File: src/rtl/median_pkg.sv
// Shared constants for the streaming median filter family: edge modes,
// FSM state encoding and window-size legality check.
package median_pkg;

    localparam int unsigned EDGE_ZERO = 0;
    localparam int unsigned EDGE_REPL = 1;

    localparam logic [1:0] ST_IDLE  = 2'd0;
    localparam logic [1:0] ST_RUN   = 2'd1;
    localparam logic [1:0] ST_FLUSH = 2'd2;

    function automatic bit win_legal(input int unsigned w);
        return (w >= 3) && (w <= 9) && ((w % 2) == 1);
    endfunction

endpackage

File: src/rtl/median_select.sv
// Combinational rank selector: returns the median of WIN unsigned taps.
// Ties are broken by tap index so exactly one tap matches rank WIN/2.
module median_select #(
    parameter int unsigned DATA_W = 8,
    parameter int unsigned WIN    = 3
) (
    input  logic [WIN*DATA_W-1:0] taps,
    output logic [DATA_W-1:0]     median
);

    localparam int unsigned H  = WIN / 2;
    localparam int unsigned RW = $clog2(WIN + 1);

    logic [RW-1:0] rank;

    always_comb begin
        median = '0;
        rank   = '0;
        for (int j = 0; j < WIN; j++) begin
            rank = '0;
            for (int k = 0; k < WIN; k++) begin
                if (k != j) begin
                    if ((taps[k*DATA_W +: DATA_W] < taps[j*DATA_W +: DATA_W]) ||
                        ((k < j) && (taps[k*DATA_W +: DATA_W] == taps[j*DATA_W +: DATA_W])))
                        rank = rank + RW'(1);
                end
            end
            if (rank == RW'(H))
                median = taps[j*DATA_W +: DATA_W];
        end
    end

endmodule

File: src/rtl/median_filter_stream.sv
// Streaming 1-D median filter with valid/ready handshake, frame edge padding
// and a two-stage pipeline (window shift register, output register).
module median_filter_stream
    import median_pkg::*;
#(
    parameter int unsigned DATA_W    = 8,
    parameter int unsigned WIN       = 3,
    parameter int unsigned EDGE_MODE = 1
) (
    input  logic              clock,
    input  logic              reset,
    input  logic              in_valid,
    output logic              in_ready,
    input  logic [DATA_W-1:0] in_data,
    input  logic              in_last,
    output logic              out_valid,
    input  logic              out_ready,
    output logic [DATA_W-1:0] out_data,
    output logic              out_last,
    output logic              busy
);

    localparam int unsigned H  = WIN / 2;
    localparam int unsigned CW = $clog2(WIN + 1);

    if (!win_legal(WIN)) begin : g_bad_win
        $error("median_filter_stream: WIN must be odd and within 3..9");
    end

    logic [1:0]            state, state_next;
    logic                  live;
    logic [WIN*DATA_W-1:0] taps;
    logic                  s1_valid, s1_last;
    logic [CW-1:0]         fill, flush_cnt;
    logic [DATA_W-1:0]     last_sample, median, edge_pad, flush_pad, shift_in;
    logic                  s2_free, s1_adv, accept, flush_shift, shift, s2_load, produce;

    assign s2_free     = !out_valid || out_ready;
    assign s1_adv      = !s1_valid || s2_free;
    assign in_ready    = live && ((state == ST_IDLE) || (state == ST_RUN)) && s1_adv;
    assign accept      = in_valid && in_ready;
    assign flush_shift = (state == ST_FLUSH) && s1_adv && (flush_cnt != CW'(H));
    assign shift       = accept || flush_shift;
    assign s2_load     = s1_valid && s2_free;
    // The shift about to happen completes a window once fill reaches H+1.
    assign produce     = (state != ST_IDLE) && (fill >= CW'(H));
    assign edge_pad    = (EDGE_MODE == EDGE_REPL) ? in_data : '0;
    assign flush_pad   = (EDGE_MODE == EDGE_REPL) ? last_sample : '0;
    assign shift_in    = accept ? in_data : flush_pad;

    median_select #(.DATA_W(DATA_W), .WIN(WIN)) u_select (
        .taps   (taps),
        .median (median)
    );

    always_ff @(posedge clock or negedge reset) begin
        if (!reset) state <= ST_IDLE;
        else        state <= state_next;
    end

    always_comb begin
        state_next = state;
        case (state)
            ST_IDLE:  if (accept) state_next = in_last ? ST_FLUSH : ST_RUN;
            ST_RUN:   if (accept && in_last) state_next = ST_FLUSH;
            ST_FLUSH: if (s2_load && s1_last) state_next = ST_IDLE;
            default:  state_next = ST_IDLE;
        endcase
    end

    // S1: window, fill/flush bookkeeping and handshake gating.
    always_ff @(posedge clock or negedge reset) begin
        if (!reset) begin
            live        <= 1'b0;
            busy        <= 1'b0;
            taps        <= '0;
            s1_valid    <= 1'b0;
            s1_last     <= 1'b0;
            fill        <= '0;
            flush_cnt   <= '0;
            last_sample <= '0;
        end else begin
            live <= 1'b1;
            busy <= (state_next != ST_IDLE);
            if (shift) begin
                if (state == ST_IDLE) begin
                    taps <= {in_data, {(WIN-1){edge_pad}}};
                    fill <= CW'(1);
                end else begin
                    taps <= {shift_in, taps[WIN*DATA_W-1:DATA_W]};
                    if (fill != CW'(H + 1))
                        fill <= fill + CW'(1);
                end
                s1_valid <= produce;
                s1_last  <= flush_shift && (flush_cnt == CW'(H - 1));
                if (flush_shift)
                    flush_cnt <= flush_cnt + CW'(1);
                if (accept && in_last)
                    last_sample <= in_data;
            end else if (s2_load) begin
                s1_valid <= 1'b0;
            end
            if ((state == ST_FLUSH) && (state_next == ST_IDLE)) begin
                fill      <= '0;
                flush_cnt <= '0;
            end
        end
    end

    // S2: output register, held while the consumer stalls.
    always_ff @(posedge clock or negedge reset) begin
        if (!reset) begin
            out_valid <= 1'b0;
            out_data  <= '0;
            out_last  <= 1'b0;
        end else if (s2_free) begin
            out_valid <= s1_valid;
            if (s1_valid) begin
                out_data <= median;
                out_last <= s1_last;
            end
        end
    end

endmodule

File: config.mk
export PLATFORM = sky130hd
export DESIGN_NAME = median_filter_stream
export DESIGN_NICKNAME = d
export VERILOG_FILES = /design/src/rtl/median_pkg.sv /design/src/rtl/median_select.sv /design/src/rtl/median_filter_stream.sv
export SDC_FILE = /design/constraint.sdc
export NUM_CORES = 1
export LEC_CHECK = 0
export CAP_MARGIN = 20
export CORE_ASPECT_RATIO = 1.5
export CORE_MARGIN = 2
export CORE_UTILIZATION = 63
export CTS_CLUSTER_SIZE = 28
export DETAILED_ROUTE_END_ITERATION = 10
export GPL_ROUTABILITY_DRIVEN = 0
export HOLD_SLACK_MARGIN = 0.15
export PLACE_DENSITY = 0.94
export SYNTH_ARGS = -nofsm -noshare
export SYNTH_HDL_FRONTEND = slang
export SYNTH_SLANG_ARGS = --single-unit
File: constraint.sdc
create_clock -name clock -period 5 [get_ports clock]
set_clock_uncertainty 0.05 [all_clocks]
set_input_delay 1 -clock clock [delete_from_list [all_inputs] [get_ports clock]]
set_output_delay 1 -clock clock [all_outputs]
set_load 0.01 [all_outputs]
# After elaboration in Yosys (flattened, before gate mapping)
# Cells that the tools add are included.
# classes
add_sub_neg	5
order_cmp	7
n_eq_ne	10
mux	25
n_reduce_logical	33
# op_table
op	n
$lt 8x8->1	6
$mux 8	4
$mux 2	14
$eq 8x8->1	3
$mux 24	1
$logic_and 1x1->1	11
$reduce_bool 2->1	5
$add 2x1->2 const B	4
$eq 2x1->1 const B	4
$reduce_and 2->1	4
$logic_or 1x1->1	7
$logic_not 2->1	3
$pmux 2 s3	1
$mux 1	5
$reduce_bool 3->1	1
$add 1x1->2 const B	1
$eq 2x2->1 const B	1
$ge 2x1->1 const B	1
$logic_not 1->1	2
$ne 2x1->1 const B	1
$ne 2x2->1 const B	1
# word_totals
ff_bits	52
out_inout_bits	12

# Logic depth before layout (Yosys ltp)
# Gate-level depths: netlist (run 1).
# logic_depth
ltp_word	12
mapped_depth	10
depth_no_buf	9

# Modules after synthesis
# A second synthesis (run 1) with hierarchy kept.
# hier_totals
hier_cells	301
area_unflattened_um2	3214.3
# by_module_without_submodules
mod	instances	cells_per_inst	area_per_inst_um2
median_filter_stream	1	205	2348.5
median_select	1	96	865.8

# Worst setup path before layout (run 1)
# OpenSTA, ideal clock, no wires.
# synth_path
path_type	input to register
from	input port out_ready
to	register taps[10]
arrival_ps	2291
setup_slack_ps	2532
cell_stages	9
n_path_buf	3
cell_sequence	and3b_1 > nor3b_2 > and2_1 > buf_2 > nor2b_4 > buf_6 > buf_2 > a211oi_1 > a21oi_1
# synth_between
elab_chain_cells	5
elab_cells_between_ends	7
classes_between	7 x reduce/logical
# synth_lines
element	line	rtl
start: declaration	median_filter_stream.sv:17	input logic out_ready,
$logic_or 1x1->1	median_filter_stream.sv:38	assign s2_free = !out_valid || out_ready;
$logic_or 1x1->1	median_filter_stream.sv:39	assign s1_adv = !s1_valid || s2_free;
$logic_and 1x1->1	median_filter_stream.sv:40	assign in_ready = live && ((state == ST_IDLE) || (state == ST_RUN)) && s1_adv;
net in_ready	median_filter_stream.sv:13	output logic in_ready,
$logic_and 1x1->1	median_filter_stream.sv:41	assign accept = in_valid && in_ready;
$logic_or 1x1->1	median_filter_stream.sv:43	assign shift = accept || flush_shift;
end signal: assignment	median_filter_stream.sv:87	taps <= {in_data, {(WIN-1){edge_pad}}};
end signal: assignment	median_filter_stream.sv:90	taps <= {shift_in, taps[WIN*DATA_W-1:DATA_W]};
end: declaration	median_filter_stream.sv:32	logic [WIN*DATA_W-1:0] taps;
# The timed path passes the listed nets, and every way through them passes these cells.
# A chain may end at the register's enable or synchronous reset.

# Worst setup path in the final report (run 1)
# layout_path
from	input port out_ready
to	output port in_ready
# layout_between
elab_chain_cells	3
# layout_lines
element	line
$logic_or 1x1->1	median_filter_stream.sv:38
$logic_or 1x1->1	median_filter_stream.sv:39
$logic_and 1x1->1	median_filter_stream.sv:40
end: declaration	median_filter_stream.sv:13
# Every way passes these cells.

==> impl_metrics.csv, run 1 <==
group,metric,value,unit
routing,route.detailed.drc,0,
global_routing,antenna_found_initial,0,
place,port_buffers,24,
critical_path,path_depth,4,
synth,async_flop_share,1.000,
global_routing,grtUsageTotal,0.2621,
critical_path,regToRegEndpoint,"out_data[6]",
sta,fin_crit_sh,0.6894,
synth,synth_top_cell_area_share,0.4162,
run,max-cap-violations,0,
routing,first_iter_violations,169,
floorplanning,dieArea,5554,um2
sta,finalHoldViolCount,0,
synth,syn_avg_cell_area,9.591,um2
floorplanning,initial_core_util,0.6501,
global_routing,grt_pass1_vias,2532,
global_routing,busiest_layer,"met2",
critical_path,critPathLaunchType,"input pin",
synth,synth.area.top_cells,"dfrtp_1 (42%), ha_1 (11%), a21oi_1 (4.5%)",
global_routing,use_met2,0.4140,
critical_path,required,3.95,ns
clock_tree,cts_sinks,52,
clock_tree,ctsResizeCount,0,
critical_path,critPathMaxStageDelay,0.56,ns
critical_path,startpoint,"out_ready",
critical_path,cp_cell_sequence,"clkdlybuf4s50_1 -> and3b_1 -> nor3b_2 -> clkdlybuf4s50_1",
finish,drive_gt1_frac,0.07826,
critical_path,arrival,2.40,ns
finish,diodes,0,
global_routing,gr-usage-met1,0.3384,
routing,via_per_inst,5.981,
sta,tightest_slew,1.026,ns
synth,syn_nets,367,
clock_tree,cts-htree-levels,2,
clock_tree,cts_tree,"built",
critical_path,worstPathMaxFanout,3,
sta,slew_viol_final,0,
global_routing,grt.overflow.total,0,
clock_tree,cts_buffer_depth,2,
finish,final_common_cell,"dfrtp_1",
clock_tree,path_clk_slew,0.09,ns
synth,synth_edf_count,0,
floorplanning,rows,31,
outcome,outcome,"finished clean",
finish,nets,385,
global_routing,grt_start_max_net_pins,53,
hold_path,hold_class,"reg2reg",
synth,yosysSeqAreaShare,0.4162,
sta,fin_crit,3.447,ns
critical_path,r2r-start,"taps[21]",
place,dp_hpwl,4.553,mm
critical_path,critPathTopFamily,"buffers and inverters",
critical_path,setup.worst_path.end,"in_ready",
synth,ys_warn_count,0,
clock_tree,clk_latency,0.31,ns
sta,maxSlewHeadroom,0.3143,
clock_tree,cts_buffers,5,
routing,vias,2458,
floorplanning,die_w,61.52,um
critical_path,r2r_cells,9,
sta,rsz0062_at_grt,"false",
clock_tree,cts_hold_buf,0,
floorplanning,num_io_pins,25,
synth,synth_top_area_cell,"dfrtp_1",
routing,ant_nets,0,
synth,syn_area,3127,um2
critical_path,cp_slowest_cell,"clkdlybuf4s50_1",
sta,setup_viol,0,
global_routing,grt_pass1_wl,11.26,mm
synth,synth-seq-cells,52,
floorplanning,core,4810,um2
finish,synthToLayoutAreaGrowth,11.20,%
synth,synth_cell_types,47,
critical_path,critical_path.endpoint_type,"output port",
finish,final_cell_mix,"dfrtp_1 (52), nand2_1 (31), inv_1 (29)",
critical_path,reg2reg_setup_slack,1.98,ns
global_routing,gr-usage-met3,0.04011,
synth,synthCells,326,
routing,post_drt_wl_per_cell,15.79,um
critical_path,cp.buffers_inverters,2,
floorplanning,die_y,90.28,um
sta,tns,0,ns
clock_tree,postCtsSetupBuffers,0,
routing,drt-total-wl,6.490,mm
critical_path,critPathKind,"in2out",
clock_tree,clockRootBuffer,"clkbuf_8",
routing,drt_pre_antenna_iters,4,
sta,clock.fmax,290.1,MHz
critical_path,cp_common_cell,"clkdlybuf4s50_1",
synth,synth_ff_type,"dfrtp_1",
cell families after synthesis:
kind of cell             share of synthesized area
buffers and inverters                      0.06122
AO/OA/AOI/OAI                               0.1593
adder cells (fa/ha/maj)                     0.1120
flip-flops                                  0.4162
AND/OR/NAND/NOR                             0.1693
XOR/XNOR                                   0.01641
multiplexers                               0.06443
other                                     0.001199
worst min-delay path by stage:
| stage | endpoint | slack [ns] | cells past startpoint | startpoint |
|---|---|---|---|---|
| after CTS | fill[0] | 0.41 | 1 | fill[0] |
| after global placement | fill[0] | 0.39 | 1 | fill[0] |
| after global routing | fill[0] | 0.44 | 1 | fill[0] |
| final | fill[0] | 0.41 | 1 | fill[0] |
| after floorplan | fill[0] | 0.38 | 1 | fill[0] |
| after detailed placement | fill[0] | 0.39 | 1 | fill[0] |
synth_stat cells (2+ instances only):
| master | number |
|---|---|
| nand4_1 | 11 |
| clkbuf_1 | 6 |
| mux2i_1 | 10 |
| a211oi_1 | 18 |
| nand2_1 | 31 |
| mux2_2 | 9 |
| or2_2 | 2 |
| a31oi_1 | 4 |
| a21oi_1 | 28 |
| nor3_1 | 2 |
| inv_1 | 29 |
| buf_6 | 3 |
| nand3_1 | 8 |
| o211ai_1 | 2 |
| xnor2_1 | 3 |
| o22ai_1 | 5 |
| o31a_1 | 5 |
| o21ai_0 | 11 |
| nand2b_1 | 6 |
| nor2_1 | 11 |
| nor2b_1 | 4 |
| and2_1 | 12 |
| buf_2 | 3 |
| ha_1 | 28 |
| dfrtp_1 | 52 |
| o21ai_1 | 2 |
through the flow:
stage	hold WS, ns	setup WS, ns	instances	util	cell area (um2)
2_1_floorplan	0.3767	2.532	326	-	3127
3_3_place_gp	0.3875	1.564	403	0.7006	3369
3_5_place_dp	0.3941	1.556	403	0.7006	3369
4_1_cts	0.4068	1.553	411	0.7229	3477
5_1_grt	0.4398	1.493	411	0.7229	3477
6_report	0.4074	1.553	411	0.7229	3477
registers in the layout, summed over array words and instances, names as in the netlist, 2 cells and up:
name	count
taps	24
flush_pad	8
out_data	8
fill	2
flush_cnt	2
state	2
worst register-to-register path: cells and delay by family, from the launching register on:
| family | cells | cell delay (ns) |
|---|---|---|
| AND/OR/NAND/NOR | 4 | 0.91 |
| AO/OA/AOI/OAI | 2 | 0.38 |
| flip-flops | 1 | 0.41 |
| adder cells (fa/ha/maj) | 1 | 0.31 |
| buffers and inverters | 1 | 0.10 |
| XOR/XNOR | 1 | 0.75 |
routing by layer:
metal / wire length, um / vias up
met1: 2710 / 1163
met3: 228 / 33
met2: 3259 / 80
met5: 0 / -
met4: 292 / 0
li1: - / 1182
cell type report:
cell class	count	area, um2
clock buffers	6	72.57
clock inverters	2	35.03
fillers	378	1333
inverters	29	108.9
multi-input cells	231	1634
flip-flops and latches	52	1301
well taps	66	82.58
repair buffers	25	242.7
Power of run 1 is left out: the tool's default activity adds up to more than one toggle a clock period on the data nets, which glitch-free logic cannot reach.
==> inputs of run 2 (changes only) <==
--- a/config.mk
+++ b/config.mk
@@ -8,12 +8,12 @@
 export CAP_MARGIN = 20
 export CORE_ASPECT_RATIO = 1.5
 export CORE_MARGIN = 2
-export CORE_UTILIZATION = 63
+export CORE_UTILIZATION = 53
 export CTS_CLUSTER_SIZE = 28
 export DETAILED_ROUTE_END_ITERATION = 10
 export GPL_ROUTABILITY_DRIVEN = 0
 export HOLD_SLACK_MARGIN = 0.15
-export PLACE_DENSITY = 0.94
+export PLACE_DENSITY = 0.86
 export SYNTH_ARGS = -nofsm -noshare
 export SYNTH_HDL_FRONTEND = slang
 export SYNTH_SLANG_ARGS = --single-unit
==> constraint.sdc (replaced) <==
create_clock -name clock -period 2.8 [get_ports clock]
set_clock_uncertainty 0.05 [all_clocks]
set_input_delay 0.56 -clock clock [delete_from_list [all_inputs] [get_ports clock]]
set_output_delay 0.56 -clock clock [all_outputs]
set_load 0.01 [all_outputs]
==> impl_metrics.csv, run 2 (synthesis results as in run 1) <==
group,metric,value,unit
outcome,outcome,"finished clean",
sta,fin_crit,2.585,ns
routing,first_iter_violations,120,
clock_tree,cts_sinks,52,
clock_tree,cts_buffers,5,
sta,setup_viol,0,
critical_path,worstPathMaxFanout,3,
global_routing,grt_pass1_vias,2355,
sta,slew_viol_final,0,
routing,ant_nets,0,
finish,top_register,"taps",
clock_tree,ctsResizeCount,0,
finish,final_cell_mix,"dfrtp_1 (52), nand2_1 (31), inv_1 (29)",
finish,final_core_util,0.6124,
floorplanning,die_y,98.07,um
finish,largest_register_ffs,24,
floorplanning,die_w,66.72,um
floorplanning,dieArea,6543,um2
critical_path,reg2reg_setup_slack,0.32,ns
critical_path,required,2.19,ns
sta,tns,0,ns
global_routing,grt_start_max_net_pins,53,
clock_tree,path_clk_slew,0.09,ns
clock_tree,cts_hold_buf,0,
critical_path,arrival,1.97,ns
sta,maxSlewHeadroom,0.4781,
global_routing,grt_pass1_wl,10.30,mm
place,port_buffers,24,
global_routing,grtUsageTotal,0.2019,
sta,finalHoldViolCount,0,
floorplanning,initial_core_util,0.5444,
sta,tightest_slew,0.7799,ns
critical_path,r2r-start,"taps[21]",
place,dp_hpwl,4.533,mm
routing,vias,2419,
critical_path,cp_slowest_cell,"clkdlybuf4s50_1",
sta,rsz0062_at_grt,"false",
routing,route.detailed.drc,0,
floorplanning,num_io_pins,25,
finish,diodes,0,
critical_path,critical_path.endpoint_type,"output port",
sta,fin_crit_sh,0.9232,
critical_path,critPathTopFamily,"buffers and inverters",
floorplanning,rows,34,
routing,drt_pre_antenna_iters,4,
sta,fin_ws,0.2151,ns
place,place_ws,0.2111,ns
critical_path,cp_common_cell,"clkdlybuf4s50_1",
hold_path,hold_class,"in2async",
clock_tree,cts_tree,"built",
critical_path,critPathLaunchType,"input pin",
routing,drt-total-wl,6.045,mm
finish,synthToLayoutAreaGrowth,12.48,%
routing,post_drt_wl_per_cell,14.36,um
run,max-cap-violations,0,
clock_tree,postCtsSetupBuffers,0,
critical_path,critPathMaxStageDelay,0.56,ns
global_routing,antenna_found_initial,0,
clock_tree,clk_latency,0.31,ns
finish,final_common_cell,"dfrtp_1",
critical_path,startpoint,"out_ready",
critical_path,cp.buffers_inverters,2,
finish,nets,389,
critical_path,cp_cell_sequence,"clkdlybuf4s50_1 -> and3b_1 -> nor3b_2 -> clkdlybuf4s50_1",
sta,clock.fmax,386.9,MHz
global_routing,grt.overflow.total,0,
routing,via_per_inst,5.746,
finish,drive_gt1_frac,0.09169,
clock_tree,clockRootBuffer,"clkbuf_8",
floorplanning,core,5743,um2
clock_tree,cts-htree-levels,2,
critical_path,critPathKind,"in2out",
clock_tree,cts_buffer_depth,2,
-- run 2: changes by cell type in the layout (fill, tap and decap cells not counted) --
cell / previous run / this run
buf_12: 0 / 1
clkinvlp_4: 0 / 2
bufinv_16: 1 / 0
clkinv_2: 1 / 0
clkbuf_8: 5 / 6
clkbuf_1: 1 / 0
buf_4: 1 / 4
-- run 2: worst register-to-register path, stage by stage (launching register included) --
cell      delay (ns)
dfrtp_1         0.41
inv_1           0.09
ha_1            0.29
a211oi_1        0.25
nor2_1          0.10
o31a_1          0.27
nand2_1         0.12
xor2_1          0.37
buf_4           0.24
o22ai_1         0.09
a31oi_1         0.14
-- run 2: worst paths after layout --
check	end	cells past startpoint
worst min-delay path	flush_pad[0]	2
max in group asynchronous	fill[0]	2
min in group clock	fill[0]	1
worst min register to register	fill[0]	1
worst max register to register	out_data[6]	10
worst max-delay path	in_ready	4
-- run 2: area by class of cell --
class / instances / area, um2
clock buffer: 6 / 82.58
clock inverter: 2 / 15.01
fill: 483 / 2226
inverter: 29 / 108.9
multi-input combinational: 231 / 1634
sequential: 52 / 1301
tap: 72 / 90.09
timing repair buffer: 29 / 285.3
-- run 2: per-layer routing --
layer,GRT usage,share of wire,up-vias
met3,0.03111,0.024,14
met1,0.2456,0.42,1175
met2,0.3462,0.53,40
met5,0,0,-
li1,-,-,1190
met4,0.08791,0.026,0
-- run 2: metrics by stage --
step	instance area, um2	hold WS [ns]	cells
6_report	3517	0.2997	421
5_1_grt	3517	0.3635	421
4_1_cts	3517	0.3199	421
3_5_place_dp	3420	0.3908	413
3_3_place_gp	3420	0.3828	413
2_1_floorplan	3127	0.2144	326
Power of run 2 is left out for the same reason.
